File: config.mk
export PLATFORM = sky130hd
export DESIGN_NAME = pcm_response_engine
export DESIGN_NICKNAME = d
export VERILOG_FILES = /design/src/rtl/pcm_response_engine_pkg.sv /design/src/rtl/pcm_response_engine_sig_store.sv /design/src/rtl/pcm_response_engine.sv
export SDC_FILE = /design/constraint.sdc
export NUM_CORES = 2
export LEC_CHECK = 0
export CORE_MARGIN = 5
export CORE_UTILIZATION = 51
export CTS_CLUSTER_DIAMETER = 60
export DETAILED_ROUTE_END_ITERATION = 16
export PLACE_DENSITY_LB_ADDON = 0.15
export REMOVE_ABC_BUFFERS = 1
export SETUP_SLACK_MARGIN = 0.5
export SKIP_LAST_GASP = 1
export SLEW_MARGIN = 10
export SYNTH_ARGS = -nofsm -noshare
export SYNTH_HDL_FRONTEND = slang
export SYNTH_SLANG_ARGS = --single-unit
File: constraint.sdc
create_clock -name clk -period 20.8 [get_ports clk]
set_input_delay 3.12 -clock clk [delete_from_list [all_inputs] [get_ports clk]]
set_output_delay 3.12 -clock clk [all_outputs]
set_load 0.05 [all_outputs]
File: src/rtl/pcm_response_engine_pkg.sv
// Shared types and constants for the PCM response engine: opcodes, FSM states,
// status word bit positions and the saturating fail-counter helper.
package pcm_resp_pkg;

    typedef enum logic [2:0] {
        OP_NOP        = 3'b000,
        OP_ENROLL     = 3'b001,
        OP_VERIFY     = 3'b010,
        OP_LOCK       = 3'b011,
        OP_CLR_STATUS = 3'b100
    } opcode_e;

    typedef enum logic [1:0] {
        ST_IDLE    = 2'b00,
        ST_DECODE  = 2'b01,
        ST_COMPARE = 2'b10,
        ST_DONE    = 2'b11
    } state_e;

    localparam int BUSY        = 0;
    localparam int ILLEGAL     = 1;
    localparam int BAD_ID      = 2;
    localparam int POLICY      = 3;
    localparam int MATCH       = 4;
    localparam int FAILCNT_LSB = 8;
    localparam int FAILCNT_MSB = 15;

    localparam logic [7:0] FAIL_CNT_MAX = 8'hFF;

    function automatic logic [7:0] sat_inc8(input logic [7:0] value);
        logic [7:0] result;
        if (value == FAIL_CNT_MAX) begin
            result = FAIL_CNT_MAX;
        end else begin
            result = value + 8'd1;
        end
        return result;
    endfunction

endpackage

File: src/rtl/pcm_response_engine_sig_store.sv
// Golden PUF signature register file: one write port, and a read port that
// returns one compare chunk of a selected slot.
module pcm_sig_store
    import pcm_resp_pkg::*;
#(
    parameter int num_ips        = 4,
    parameter int puf_sig_length = 256,
    parameter int cmp_chunk      = 64,
    parameter int slot_w         = 2,
    parameter int cidx_w         = 2
) (
    input  logic                      clk,
    input  logic                      rst,
    input  logic                      wr_en,
    input  logic [slot_w-1:0]         wr_slot,
    input  logic [puf_sig_length-1:0] wr_sig,
    input  logic [slot_w-1:0]         rd_slot,
    input  logic [cidx_w-1:0]         rd_chunk_idx,
    output logic [cmp_chunk-1:0]      rd_chunk
);

    logic [puf_sig_length-1:0] mem_r [num_ips];

    // Signature storage with synchronous clear of every slot.
    always_ff @(posedge clk) begin
        if (rst) begin
            for (int i = 0; i < num_ips; i++) begin
                mem_r[i] <= {puf_sig_length{1'b0}};
            end
        end else if (wr_en) begin
            mem_r[wr_slot] <= wr_sig;
        end
    end

    // Chunk-indexed combinational read.
    always_comb begin
        rd_chunk = mem_r[rd_slot][int'(rd_chunk_idx) * cmp_chunk +: cmp_chunk];
    end

endmodule

File: src/rtl/pcm_response_engine.sv
// PCM-side responder: decodes boot-controller transactions, enrols golden PUF
// signatures and verifies presented ones in constant time, one chunk per cycle.
module pcm_response_engine
    import pcm_resp_pkg::*;
#(
    parameter int pcm_data_width = 32,
    parameter int puf_sig_length = 256,
    parameter int num_ips        = 4,
    parameter int cmp_chunk      = 64
) (
    input  logic                      clk,
    input  logic                      rst,
    input  logic [puf_sig_length-1:0] pcm_sig_in,
    input  logic [pcm_data_width-1:0] pcm_IP_ID_in,
    input  logic [2:0]                pcm_instruction_in,
    input  logic                      pcm_sig_valid,
    output logic [pcm_data_width-1:0] pcm_control_out,
    output logic [pcm_data_width-1:0] pcm_status,
    output logic                      pcm_comp_out,
    output logic                      pcm_S_c,
    output logic                      pcm_A_c
);

    localparam int NUM_CHUNKS = puf_sig_length / cmp_chunk;
    localparam int SLOT_W     = (num_ips > 1) ? $clog2(num_ips) : 1;
    localparam int CIDX_W     = (NUM_CHUNKS > 1) ? $clog2(NUM_CHUNKS) : 1;
    localparam logic [CIDX_W-1:0]         LAST_CHUNK = CIDX_W'(NUM_CHUNKS - 1);
    localparam logic [pcm_data_width-1:0] NUM_IPS_W  = pcm_data_width'(num_ips);

    state_e                    state_r, state_s;
    logic [puf_sig_length-1:0] sig_r, sig_s;
    logic [pcm_data_width-1:0] id_r, id_s;
    logic [2:0]                op_r, op_s;
    logic                      acc_r, acc_s;
    logic [CIDX_W-1:0]         cidx_r, cidx_s;
    logic [num_ips-1:0]        enrolled_r, enrolled_s;
    logic [num_ips-1:0]        locked_r, locked_s;
    logic [num_ips-1:0]        ctrl_r, ctrl_s;
    logic                      comp_r, comp_s;
    logic                      illegal_r, illegal_s;
    logic                      bad_id_r, bad_id_s;
    logic                      policy_r, policy_s;
    logic                      match_r, match_s;
    logic [7:0]                fail_cnt_r, fail_cnt_s;
    logic                      busy_r, busy_s;
    logic                      a_c_r, a_c_s;
    logic                      s_c_r, s_c_s;

    logic                      wr_en_s;
    logic [SLOT_W-1:0]         slot_s;
    logic                      id_ok_s;
    logic [cmp_chunk-1:0]      sig_chunk_s;
    logic [cmp_chunk-1:0]      rd_chunk_s;
    logic                      final_mis_s;

    assign slot_s  = id_r[SLOT_W-1:0];
    assign id_ok_s = (id_r < NUM_IPS_W);

    pcm_sig_store #(
        .num_ips        (num_ips),
        .puf_sig_length (puf_sig_length),
        .cmp_chunk      (cmp_chunk),
        .slot_w         (SLOT_W),
        .cidx_w         (CIDX_W)
    ) u_sig_store (
        .clk          (clk),
        .rst          (rst),
        .wr_en        (wr_en_s),
        .wr_slot      (slot_s),
        .wr_sig       (sig_r),
        .rd_slot      (slot_s),
        .rd_chunk_idx (cidx_r),
        .rd_chunk     (rd_chunk_s)
    );

    // Presented-signature chunk aligned with the stored chunk being read.
    always_comb begin
        sig_chunk_s = sig_r[int'(cidx_r) * cmp_chunk +: cmp_chunk];
    end

    // Next-state and next-register computation for the transaction FSM.
    always_comb begin
        state_s     = state_r;
        sig_s       = sig_r;
        id_s        = id_r;
        op_s        = op_r;
        acc_s       = acc_r;
        cidx_s      = cidx_r;
        enrolled_s  = enrolled_r;
        locked_s    = locked_r;
        ctrl_s      = ctrl_r;
        comp_s      = comp_r;
        illegal_s   = illegal_r;
        bad_id_s    = bad_id_r;
        policy_s    = policy_r;
        match_s     = match_r;
        fail_cnt_s  = fail_cnt_r;
        a_c_s       = 1'b0;
        s_c_s       = 1'b0;
        wr_en_s     = 1'b0;
        final_mis_s = 1'b0;

        case (state_r)
            ST_IDLE: begin
                if (pcm_sig_valid) begin
                    sig_s   = pcm_sig_in;
                    id_s    = pcm_IP_ID_in;
                    op_s    = pcm_instruction_in;
                    a_c_s   = 1'b1;
                    state_s = ST_DECODE;
                end else begin
                    state_s = ST_IDLE;
                end
            end
            ST_DECODE: begin
                state_s = ST_DONE;
                s_c_s   = 1'b1;
                // An illegal opcode is reported as such regardless of its ID.
                if (op_r > OP_CLR_STATUS) begin
                    illegal_s = 1'b1;
                end else if (!id_ok_s && (op_r != OP_NOP) && (op_r != OP_CLR_STATUS)) begin
                    bad_id_s = 1'b1;
                end else begin
                    case (op_r)
                        OP_NOP: begin
                            state_s = ST_DONE;
                        end
                        OP_ENROLL: begin
                            if (locked_r[slot_s]) begin
                                policy_s = 1'b1;
                            end else begin
                                wr_en_s            = 1'b1;
                                enrolled_s[slot_s] = 1'b1;
                                ctrl_s[slot_s]     = 1'b0;
                            end
                        end
                        OP_VERIFY: begin
                            if (!enrolled_r[slot_s]) begin
                                policy_s = 1'b1;
                            end else begin
                                acc_s   = 1'b0;
                                cidx_s  = {CIDX_W{1'b0}};
                                s_c_s   = 1'b0;
                                state_s = ST_COMPARE;
                            end
                        end
                        OP_LOCK: begin
                            if (!enrolled_r[slot_s]) begin
                                policy_s = 1'b1;
                            end else begin
                                locked_s[slot_s] = 1'b1;
                            end
                        end
                        OP_CLR_STATUS: begin
                            illegal_s  = 1'b0;
                            bad_id_s   = 1'b0;
                            policy_s   = 1'b0;
                            match_s    = 1'b0;
                            fail_cnt_s = 8'h00;
                        end
                        default: begin
                            illegal_s = 1'b1;
                        end
                    endcase
                end
            end
            ST_COMPARE: begin
                // Every chunk is visited; the verdict only lands after the last.
                final_mis_s = acc_r | (sig_chunk_s != rd_chunk_s);
                acc_s       = final_mis_s;
                if (cidx_r == LAST_CHUNK) begin
                    state_s        = ST_DONE;
                    s_c_s          = 1'b1;
                    comp_s         = ~final_mis_s;
                    match_s        = ~final_mis_s;
                    ctrl_s[slot_s] = ~final_mis_s;
                    if (final_mis_s) begin
                        fail_cnt_s = sat_inc8(fail_cnt_r);
                    end else begin
                        fail_cnt_s = fail_cnt_r;
                    end
                end else begin
                    cidx_s = cidx_r + CIDX_W'(1);
                end
            end
            ST_DONE: begin
                state_s = ST_IDLE;
            end
            default: begin
                state_s = ST_IDLE;
            end
        endcase

        busy_s = (state_s != ST_IDLE);
    end

    // State and datapath registers with synchronous reset.
    always_ff @(posedge clk) begin
        if (rst) begin
            state_r    <= ST_IDLE;
            sig_r      <= {puf_sig_length{1'b0}};
            id_r       <= {pcm_data_width{1'b0}};
            op_r       <= 3'b000;
            acc_r      <= 1'b0;
            cidx_r     <= {CIDX_W{1'b0}};
            enrolled_r <= {num_ips{1'b0}};
            locked_r   <= {num_ips{1'b0}};
            ctrl_r     <= {num_ips{1'b0}};
            comp_r     <= 1'b0;
            illegal_r  <= 1'b0;
            bad_id_r   <= 1'b0;
            policy_r   <= 1'b0;
            match_r    <= 1'b0;
            fail_cnt_r <= 8'h00;
            busy_r     <= 1'b0;
            a_c_r      <= 1'b0;
            s_c_r      <= 1'b0;
        end else begin
            state_r    <= state_s;
            sig_r      <= sig_s;
            id_r       <= id_s;
            op_r       <= op_s;
            acc_r      <= acc_s;
            cidx_r     <= cidx_s;
            enrolled_r <= enrolled_s;
            locked_r   <= locked_s;
            ctrl_r     <= ctrl_s;
            comp_r     <= comp_s;
            illegal_r  <= illegal_s;
            bad_id_r   <= bad_id_s;
            policy_r   <= policy_s;
            match_r    <= match_s;
            fail_cnt_r <= fail_cnt_s;
            busy_r     <= busy_s;
            a_c_r      <= a_c_s;
            s_c_r      <= s_c_s;
        end
    end

    // Output words assembled from registered fields; unused bits stay zero.
    always_comb begin
        pcm_control_out                   = {pcm_data_width{1'b0}};
        pcm_control_out[num_ips-1:0]      = ctrl_r;
        pcm_status                        = {pcm_data_width{1'b0}};
        pcm_status[BUSY]                  = busy_r;
        pcm_status[ILLEGAL]               = illegal_r;
        pcm_status[BAD_ID]                = bad_id_r;
        pcm_status[POLICY]                = policy_r;
        pcm_status[MATCH]                 = match_r;
        pcm_status[FAILCNT_MSB:FAILCNT_LSB] = fail_cnt_r;
    end

    assign pcm_comp_out = comp_r;
    assign pcm_S_c      = s_c_r;
    assign pcm_A_c      = a_c_r;

endmodule
; Word-level counts from Yosys, hierarchy flattened
; Memory sizes are Yosys's and may differ from the RTL's. A register that Yosys moved wholly into a read port is not among the register bits.
; Cells that the tools add are included.
[word_totals]
ff_bits = 324
ramBits = 1024
inputBits = 294
out_inout_bits = 67
word_cells = 161
mem_count = 1
[mem_list]
columns = memory, words, width, read_ports, rd_ports_with_merged_regs, wr, line_no
row1 = u_sig_store.mem_r, 4, 256, 1, 1, 4, pcm_response_engine_sig_store.sv:22  ; logic [puf_sig_length-1:0] mem_r [num_ips];
[op_classes]
n_addsub = 2
order_cmp = 4
n_eq_ne = 25
shifts = 2
n_mux = 72
bitwise = 10
n_reduce_logical = 27
[op_table]
columns = op, count
row1 = variable part select 256 x 9 -> 64 bit, 2
row2 = 2-to-1 mux 256 bit, 1
row3 = OR reduction 256 bit, 1
row4 = inequality test 64 bit, 1
row5 = 2-to-1 mux 8 bit, 6
row6 = 2-to-1 mux 1 bit, 38
row7 = "< comparator 32 x 3 -> 1 bit, second input constant", 1
row8 = AND reduction 6 bit, 4
row9 = 2-to-1 mux 4 bit, 5
row10 = "inequality test 2 bit, second input constant", 10
row11 = AND reduction 5 bit, 4
row12 = 2-to-1 mux 2 bit, 9
row13 = one-hot mux 8 bit (2 select lines), 1
row14 = "adder 8 x 1 -> 8 bit, second input constant", 1
row15 = "== test 8 bit, second input constant", 1
row16 = "inequality test 2 x 1 -> 1 bit, second input constant", 4
row17 = bitwise OR 4 bit, 2
row18 = one-hot mux 1 bit (2 select lines), 4
row19 = one-hot mux 2 bit (4 select lines), 1
row20 = one-hot mux 4 bit (2 select lines), 1
row21 = "== test 2 bit, second input constant", 3
row22 = "== test 3 x 2 -> 1 bit, second input constant", 2
row23 = AND reduction 3 bit, 2
row24 = nonzero test 2 bit, 3
row25 = 25 further kinds, 35

; Depth between registers and ports, before layout
[depth]
word_depth = 12
ltp_mapped = 17
mapped_depth_nobuf = 10

; By module
; A second synthesis with hierarchy kept.
[unflattened]
hier_cells = 4515
area_unflattened_um2 = 59806.1
[modules_own_cells]
columns = module, n_inst, cells_each, area_each_um2
row1 = pcm_sig_store, 1, 2706, 45104.5
row2 = pcm_response_engine, 1, 1809, 14701.6

; Worst setup path before layout
; Ideal clock, no wire load.
[synth_timing]
path_type = reg-to-reg
start = register id_r[0]
end = memory u_sig_store.mem_r[1][0], enable pin
arrival_ps = 19656
t_required_ps = 19572
path_slack_ps = -84
stages_incl_launch_ff = 8
path_buffers = 1
period_less_slack_ps = 20884
path_cell_list = dfxtp_1 -> clkbuf_1 -> mux4_2 -> nor4b_1 -> o21ai_0 -> inv_1 -> nand2_1 -> o21ai_0
[synth_lines]
columns = item, line_no
row1 = start: declaration, pcm_response_engine.sv:32  ; logic [pcm_data_width-1:0] id_r, id_s;
row2 = start signal: assignment, pcm_response_engine.sv:202  ; id_r <= {pcm_data_width{1'b0}};
row3 = start signal: assignment, pcm_response_engine.sv:221  ; id_r <= id_s;
row4 = end: declaration, pcm_response_engine_sig_store.sv:22

==> summary.md <==
| Metric | Value |
|---|---|
| Setup ws final | 14410 ps |
| Initial Util | 51.20% |
| Iteration-0 DRC Markers | 3595 |
| Max cap viols | 0 |
| Crit path launch type | flip-flop |
| Yosys cell types | 93 |
| Max FO, Critical Path | 82 |
| Slew @ Worst Pin | 1181 ps |
| Fin. Hold Viols | 0 |
| FF-to-FF End | fail_cnt_r[6]$_SDFFE_PP0P_ |
| Sequential share of the synthesized area | 62.90% |
| Die Ht | 350.9 um |
| Highest routed layer | met4 |
| Layout area overhead | 14.65% |
| Setup violators final | 0 |
| Clk_skew | 28.56 ps |
| RSZ-0062 raised after global routing | no |
| Share of layout cells above drive strength 1 | 10.92% |
| Final core utilization | 58.70% |
| EDFF count, synth | 1024 |
| Total track usage | 25.40% |
| Max VDD drop | 0.08453 mV |
| Wire length on met3 | 11210 um |
| Cells after Synth | 4960 |
| Post-DP HPWL | 92180 um |
| Largest net degree at the start of global routing | 182 |
| Crit. End Element | flip-flop |
| Via density | 5.700 |
| Post-route ant nets | 0 |
| Die Width | 350.9 um |
| Kind of critical path | reg -> reg |
| Core area | 115700 um^2 |
| Top Ports | 361 |
| Initial antenna violation count | 0 |
| Outcome | completed |
| Max clock buf depth | 3 |
| Num CTS Buffers | 147 |
| Met2 WL post-DR | 78040 um |
| Fin. max-slew vios | 0 |
| Placer Congestion | 0.7904 |
| FF/Latch Area | 37290 um^2 |
| Synth Cell Area | 59260 um^2 |
| Hold buffers post-CTS | 0 |
| Die area | 123100 um^2 |
| Drt pass-1 iters | 6 |
| Overflow after GRT | 0 |
| Pleak | 25.34 nW |
| Max_slew headroom | 21.27% |
| Aggregate routed wire length | 158000 um |
| Vias in the first global route | 38630 |
| Period Utilization, post-route | 30.71% |
| Final net count | 5441 |
| Worst min path class | reg -> reg |
| Worst reg2reg path depth | 12 |
| Post-Syn Area per Cell | 11.95 um^2 |
| Reg2Reg Setup Slack | 14410 ps |
| CTS clk-pin slew, worst paths | 60 ps |
| Clk Latency, worst-skew pair | 750 ps |
| Root Buffer | clkbuf_16 |
| Synth async-reset ratio | 0% |
| Required time worst endpoint | 21460 ps |
| CP endpoint | fail_cnt_r[6]$_SDFFE_PP0P_ |
| I/O Buffers | 313 |
| DRT met1 WL | 64610 um |
| First-pass GRT wire length | 237100 um |
| Row count | 125 |
| H-tree depth | 4 |
| Vias | 38720 |
| Setup TNS | 0 ps |
| Fillers | 9494 |
| Post-synth top flop | edfxtp_1 |
| Overall power | 7.038 mW |
| CTS tree | built |
| Yosys reg bits | 1350 |
| P per Cell Area | 103.6 nW/um^2 |
| Worst Path Arrival | 7050 ps |
| DRC Markers | 0 |
| YS warnings | 0 |
| Max Clk Rate | 0.1566 GHz |
| Footprint of the multi-input gates | 19120 um^2 |
| CTS Sinks | 1350 |
| Post-CTS resize count | 0 |
| Drt wl/cell | 23.26 um |
| Period minus WS final | 6387 ps |
| Setup slack after placement | 13780 ps |
| Postcts setup bufs | 0 |
==> cell type report <==
type                            instances  area share, %
Antenna cell                            1       0.003683
Clock buffer                          214          6.116
Clock inverter                         61          1.039
Inverter                              285          1.575
Multi-Input combinational cell       2989          28.14
Sequential cell                      1350          54.89
Tap cell                             1524          2.807
Timing Repair Buffer                  368          5.429
==> worst min-delay path by stage <==
stage / start / endpoint / cells past startpoint
finish: id_r[7]$_SDFFE_PP0P_ / id_r[7]$_SDFFE_PP0P_ / 2
global route: id_r[7]$_SDFFE_PP0P_ / id_r[7]$_SDFFE_PP0P_ / 2
CTS: id_r[6]$_SDFFE_PP0P_ / id_r[6]$_SDFFE_PP0P_ / 2
detailed placement: id_r[18]$_SDFFE_PP0P_ / id_r[18]$_SDFFE_PP0P_ / 2
global placement: id_r[18]$_SDFFE_PP0P_ / id_r[18]$_SDFFE_PP0P_ / 2
floorplan: id_r[12]$_SDFFE_PP0P_ / id_r[12]$_SDFFE_PP0P_ / 2
==> power breakdown <==
part,switching (mW),internal [mW]
clock network,1.07,1.55
registers,0.130,3.06
logic,0.808,0.420
total,2.01,5.03
==> logic make-up after synthesis <==
| kind of cell | share of synthesized area, % |
|---|---|
| and+or+nand+nor | 12.41 |
| xor gates and xnor gates | 0.9607 |
| muxes | 12.03 |
| buffers and inverters | 5.312 |
| adders and majority gates | 0.1267 |
| AOI/OAI and AO/OA | 6.250 |
| DFF | 62.90 |
| other | 0.006328 |
==> metal layers <==
| layer | up-vias | track usage [%] |
|---|---|---|
| met5 | - | 0 |
| met4 | 0 | 7.539 |
| met3 | 240 | 3.995 |
| met2 | 1395 | 42.71 |
| met1 | 19360 | 34.50 |
| li1 | 17720 | - |
==> placed cells by master (no fill, tap or decap), types with 15 or more instances in the layout <==
master,instances
nand2_1,910
clkdlybuf4s50_1,312
xor2_1,32
nor2_1,826
nand3_1,16
clkbuf_16,151
clkbuf_1,49
mux4_2,200
a22oi_1,46
a21oi_1,325
o21ai_0,24
clkinv_2,15
mux2_2,52
dfxtp_1,322
mux2i_1,148
mux4_1,18
buf_4,44
conb_1,47
xnor2_1,33
inv_1,283
a31oi_1,15
edfxtp_1,1024
a221oi_2,16
o22ai_1,22
nor3_1,18
a22o_1,24
==> critical path: stages (launching register included) <==
cell       delay, ps
dfxtp_4          730
buf_4            660
buf_12           540
mux4_1           660
o22ai_1          200
a2111oi_0        170
a2111oi_0        740
and4_1           370
nand4b_1         170
or4_4            610
nor4_4           740
nor2_4           160
a221oi_2         300
==> sequential cells by signal (all words and copies together) (netlist names), 2 cells and up, named ones only <==
signal and flops:
u_sig_store.mem_r 1024, sig_r 256, id_r 32, fail_cnt_r 8, ctrl_r 4, enrolled_r 4
locked_r 4, op_r 3, cidx_r 2, state_r 2
==> through the flow <==
step | hold WS, ps | instance area (um^2) | instances
floorplan | 430.0 | 57350 | 4624
global placement | 443.3 | 63070 | 6516
detailed placement | 450.3 | 63070 | 6516
CTS | 458.9 | 67940 | 6791
global route | 477.9 | 67940 | 6791
finish | 457.0 | 67940 | 6792
==> cells in the mapped netlist, drive strengths merged (30+ instances only) <==
cell type	count	share of area, %
a21oi	325	2.7
a221oi	30	0.61
a22oi	46	0.58
buf	162	2.1
clkbuf	220	1.4
dfxtp	326	11
edfxtp	1024	52
inv	284	1.8
mux2	53	1.0
mux2i	149	2.5
mux4	220	8.5
nand2	914	5.8
nor2	830	5.3
o21ai	30	0.25
xnor2	33	0.49
xor2	32	0.47
Note: power is estimated with default switching activity, not from simulation.
